File: src/rtl/cochlea_readout_capture.sv
// Captures 2-bit I/Q readout nibbles from one selected channel, packs 8 into a 32-bit word,
// and buffers the words in a FIFO that a Wishbone classic slave drains.
module cochlea_readout_capture #(
   parameter int          N_CH       = 6,
   parameter int          FIFO_DEPTH = 8,
   parameter logic [31:0] BASE_ADR   = 32'h3000_0000
) (
   input  logic              wb_clk_i,
   input  logic              wb_rst_i,
   input  logic              wbs_cyc_i,
   input  logic              wbs_stb_i,
   input  logic              wbs_we_i,
   input  logic [3:0]        wbs_sel_i,
   input  logic [31:0]       wbs_adr_i,
   input  logic [31:0]       wbs_dat_i,
   output logic              wbs_ack_o,
   output logic [31:0]       wbs_dat_o,
   input  logic [N_CH-1:0]   ch_clk,
   input  logic [2*N_CH-1:0] read_out_I,
   input  logic [2*N_CH-1:0] read_out_Q,
   output logic              irq
);

   localparam int AW = $clog2(FIFO_DEPTH);
   localparam int LW = AW + 1;

   logic          en;
   logic [2:0]    ch_sel;
   logic          ack_q;
   logic          irq_q;

   logic          sel_clk;
   logic [3:0]    sel_dat;
   logic          clk_s1, clk_s2, clk_d;
   logic [3:0]    dat_s1, dat_s2;
   logic          fall;

   logic [2:0]    cnt;
   logic [31:0]   word;
   logic [31:0]   push_word;
   logic          push_v;

   logic [31:0]   mem [FIFO_DEPTH];
   logic [AW-1:0] wr_ptr, rd_ptr;
   logic [LW-1:0] level;
   logic          overflow;
   logic          full, empty;
   logic          do_push;

   logic          adr_hit, acc;
   logic [1:0]    reg_idx;
   logic          ctrl_wr, flush_now, sel_change, stat_clr, pop;
   logic [31:0]   rd_data;
   logic          unused_ok;

   assign unused_ok = ^{wbs_adr_i[1:0], wbs_sel_i[3:2], wbs_dat_i[31:9], wbs_dat_i[7:5]};

   // Wishbone decode; register side effects land on the edge that closes the ack cycle
   assign adr_hit    = wbs_cyc_i & wbs_stb_i & (wbs_adr_i[31:4] == BASE_ADR[31:4]);
   assign acc        = ack_q & adr_hit;
   assign reg_idx    = wbs_adr_i[3:2];
   assign ctrl_wr    = acc & wbs_we_i & (reg_idx == 2'd0) & wbs_sel_i[0];
   assign flush_now  = ctrl_wr & wbs_dat_i[4];
   assign sel_change = ctrl_wr & (wbs_dat_i[3:1] != ch_sel);
   assign stat_clr   = acc & wbs_we_i & (reg_idx == 2'd1) & wbs_sel_i[1] & wbs_dat_i[8];
   assign pop        = acc & ~wbs_we_i & (reg_idx == 2'd2) & ~empty;

   assign full    = (level == LW'(FIFO_DEPTH));
   assign empty   = (level == '0);
   assign do_push = push_v & (~full | pop);

   // Out-of-range ch_sel matches no channel, so the strobe stays low and nothing captures
   always_comb begin
      sel_clk = 1'b0;
      sel_dat = '0;
      for (int c = 0; c < N_CH; c++) begin
         if (ch_sel == c[2:0]) begin
            sel_clk = ch_clk[c];
            sel_dat = {read_out_Q[2*c +: 2], read_out_I[2*c +: 2]};
         end
      end
   end

   assign fall = en & clk_d & ~clk_s2;

   always_ff @(posedge wb_clk_i) begin
      if (wb_rst_i) begin
         ack_q  <= 1'b0;
         en     <= 1'b0;
         ch_sel <= '0;
         irq_q  <= 1'b0;
         clk_s1 <= 1'b0;
         clk_s2 <= 1'b0;
         clk_d  <= 1'b0;
         dat_s1 <= '0;
         dat_s2 <= '0;
      end else begin
         ack_q  <= adr_hit & ~ack_q;
         if (ctrl_wr) begin
            en     <= wbs_dat_i[0];
            ch_sel <= wbs_dat_i[3:1];
         end
         irq_q  <= en & ~empty;
         clk_s1 <= sel_clk;
         clk_s2 <= clk_s1;
         clk_d  <= clk_s2;
         dat_s1 <= sel_dat;
         dat_s2 <= dat_s1;
      end
   end

   // Packer: completed word is staged one cycle, then written to the FIFO
   always_ff @(posedge wb_clk_i) begin
      if (wb_rst_i) begin
         cnt       <= '0;
         word      <= '0;
         push_word <= '0;
         push_v    <= 1'b0;
      end else begin
         push_v <= 1'b0;
         if (flush_now || sel_change || !en) begin
            cnt  <= '0;
            word <= '0;
         end else if (fall) begin
            word[{cnt, 2'b00} +: 4] <= dat_s2;
            cnt <= cnt + 3'd1;
            if (cnt == 3'd7) begin
               push_word <= {dat_s2, word[27:0]};
               push_v    <= 1'b1;
            end
         end
      end
   end

   always_ff @(posedge wb_clk_i) begin
      if (!wb_rst_i && !flush_now && do_push)
         mem[wr_ptr] <= push_word;
   end

   // On a full push+pop the write reuses the slot being popped, becoming the new tail
   always_ff @(posedge wb_clk_i) begin
      if (wb_rst_i || flush_now) begin
         wr_ptr   <= '0;
         rd_ptr   <= '0;
         level    <= '0;
         overflow <= 1'b0;
      end else begin
         if (do_push) wr_ptr <= wr_ptr + AW'(1);
         if (pop)     rd_ptr <= rd_ptr + AW'(1);
         level <= level + LW'(do_push) - LW'(pop);
         if (push_v && full && !pop)
            overflow <= 1'b1;
         else if (stat_clr)
            overflow <= 1'b0;
      end
   end

   always_comb begin
      rd_data = '0;
      case (reg_idx)
         2'd0: rd_data = {27'b0, 1'b0, ch_sel, en};
         2'd1: begin
            rd_data[LW-1:0] = level;
            rd_data[8]      = overflow;
            rd_data[9]      = empty;
            rd_data[10]     = full;
         end
         2'd2: rd_data = empty ? 32'h0 : mem[rd_ptr];
         default: rd_data = '0;
      endcase
   end

   assign wbs_ack_o = ack_q;
   assign wbs_dat_o = ack_q ? rd_data : 32'h0;
   assign irq       = irq_q;

endmodule
File: config.mk
export PLATFORM = sky130hd
export DESIGN_NAME = cochlea_readout_capture
export DESIGN_NICKNAME = d
export VERILOG_FILES = /design/src/rtl/cochlea_readout_capture.sv
export SDC_FILE = /design/constraint.sdc
export NUM_CORES = 1
export LEC_CHECK = 0
export CORE_MARGIN = 5
export CORE_UTILIZATION = 57
export DETAILED_ROUTE_END_ITERATION = 7
export DONT_BUFFER_PORTS = 1
export HOLD_SLACK_MARGIN = 0.03
export PLACE_DENSITY = 0.76
export SETUP_SLACK_MARGIN = 0.5
export SLEW_MARGIN = 20
export SYNTH_ARGS = -nofsm -noshare
export SYNTH_HDL_FRONTEND = slang
export SYNTH_SLANG_ARGS = --single-unit
File: constraint.sdc
create_clock -name wb_clk_i -period 5.3 [get_ports wb_clk_i]
set_input_delay 0.795 -clock wb_clk_i [delete_from_list [all_inputs] [get_ports wb_clk_i]]
set_output_delay 0.795 -clock wb_clk_i [all_outputs]
set_load 0.05 [all_outputs]
==> run metrics <==
vias in the first global route=~7700; Via Count=~7300; largest cells by area after synthesis=edfxtp_1 54%, dfxtp_1 13%, mux4_2 11%, mux2i_1 5.9%, nor2_1 2.9%; antenna viol nets, final=0; total congestion overflow=0; Netlist cell types=63; DR WL/cell=roughly 22 um; post-cts sizing count=0; syn_nets=approximately 980; CTS sink cnt=between 300 and 400; Clock transition at path regs=roughly 0.060 ns; critical path required time=around 4.5 ns; 1st-iter DRT viols=595; Boundary Pins=approximately 140; Die Area=roughly 28000 um^2; core area=around 24000 um^2; Synth Flop Type=edfxtp_1; worst-path fanout max=40; Tcrit/Tclk final=70.4%; die width=about 170 um; wirelength, routed=approximately 27 mm; # port buffers=0; Avg Cell Area, Syn=roughly 17 um^2; hold buffers post-CTS=0; Setup Total Neg Slack=0 ns; Row Count=57; Slew @ Worst Pin=0.945 ns; Post-CTS Repair Setup Buffers=0; unrepaired setup endpoints after global routing=false; mapped cell area=approximately 14000 um^2; Crit Path Category=flop to primary output; Synth top area share=a little over half; Hold WC Path Type=input pin to flop; fmax=268 MHz; status=finished, final reports clean; Area Growth Syn to Fin=10.8%; CTS H-Tree Depth=2; Max Slew Vio Count=0; Seq/Total Area, Yosys=between 60% and 70%; Leakage=5.66 nW; Tmin final=between 3 and 4 ns; total CTS buffers=35; clock root buffer=clkbuf_16; final setup vio count=0; clk_skew=~0.018 ns; Final Hold Viols=0; CTS tree=done; Final Core Density=about 64%; # diodes=0; clock latency on the worst-skew pair=around 0.50 ns; FF+latch count, synth=351; DRC viols=0; Startpoint Class=flop; WP data arrival=between 2 and 3 ns; Async S/R FF share, synth=0%; # nets final=988; CTS max path bufs=3; Vias per Instance=about 6; leading area contributor after synthesis=edfxtp_1; P per Cell Area=~340 nW/um^2; worst rel slew slack=a little under two fifths; R2R Setup Slk=around 2.0 ns; Post-Syn Instances=856; Initial Util=around 58%; placed cell area=between 10000 and 15000 um^2; most frequent cells in the layout=256 x edfxtp_1, 108 x nor2_1, 92 x dfxtp_1, 83 x mux2i_1, 67 x mux4_2; Final Instance Area=about 16000 um^2; Max-Cap Viols=0; Syn. warnings=0; HPWL after DPL=approximately 16 mm; antenna violations before repair=0; most common cell after layout, fill and taps aside=edfxtp_1; drt first pass iters=5; layout cells sized above 1=between 10% and 20%; worst IR drop on VDD=0.235 mV; Die Y=roughly 170 um; Total GRT Usage=between 10% and 20%; Post-synth EDFFs=between 200 and 300; largest net degree at the start of global routing=50; global-route wire length before repair=around 43 mm; placer congestion estimate=0.786; Setup crit end kind=primary output
final cells by class:
type	instances	area, um^2
multi-input cells	443	4320
repair buffers	19	143
clock buffers	59	1110
fillers	1723	8730
inverters	16	60.1
clock inverters	4	25.0
flip-flops and latches	351	9600
well taps	324	405
logic make-up after synthesis:
logic type	count (synthesis)	synth area share, %
compound gates	43	2.49
buf+inv	62	1.99
simple gates	211	7.92
xor+xnor	8	0.496
flops	351	67.9
mux	162	17.5
fa+ha+maj	19	1.74
synth_stat cells (5+ instances only):
| master | instances |
|---|---|
| nand3_1 | 10 |
| a21oi_1 | 17 |
| clkbuf_1 | 20 |
| buf_2 | 17 |
| and3_1 | 5 |
| mux4_2 | 67 |
| ha_1 | 18 |
| nor2_1 | 110 |
| mux2i_1 | 83 |
| and2_1 | 6 |
| nand2_1 | 28 |
| dfxtp_1 | 95 |
| inv_1 | 15 |
| mux2_2 | 12 |
| edfxtp_1 | 256 |
| nor2b_1 | 7 |
worst paths after layout:
path         cells after the start  startpoint             to
max                              4        flop  wbs_dat_o[24]
min                              1    wb_rst_i      ch_sel[1]
max reg2reg                      6   wbs_ack_o     mem[7][24]
min reg2reg                      1   dat_s1[1]      dat_s2[1]
state kept, by name (all words and copies together), names as in the netlist, named ones only:
register and flops:
ch_sel 3, mem 256, overflow 1, rd_ptr 3, irq 1, level 4
dat_s2 4, clk_s1 1, cnt 3, wbs_ack_o 1, word 28, dat_s1 4
push_v 1, push_word 32, clk_s2 1, clk_d 1, en 1, wr_ptr 3
report_power, final:
group / total, mW / switching (mW) / internal [mW]
sequential: 2.91 / 0.00349 / 2.91
combinational: 0.0214 / 0.00926 / 0.0122
clock: 2.39 / 0.957 / 1.43
total: 5.32 / 0.970 / 4.36
metrics by stage:
stage	power (mW)	cells	setup slack [ns]	hold slack, ns
final	5.32	1216	1.57	0.360
after global routing	5.51	1216	1.29	0.340
after CTS	5.37	1216	1.44	0.339
after detailed placement	2.99	1153	1.71	0.429
after global placement	2.99	1153	1.76	0.418
after floorplan	2.99	856	0.690	0.414
worst max-delay path: stages (launching register included):
cell and delay (ns):
dfxtp_4 0.88, buf_4 0.42, mux4_2 0.28, mux2i_1 0.09, nor2_1 0.71
metal layers:
metal  global-route usage (%)  routed length (um)  up-vias
met3                     4.62                1880       42
li1                         -                   -     3308
met2                     33.4               14000      267
met1                     25.9               10900     3688
met5                        0                   0        -
met4                     4.73                 497        0
No activity file was read; power rests on OpenSTA's default activity.
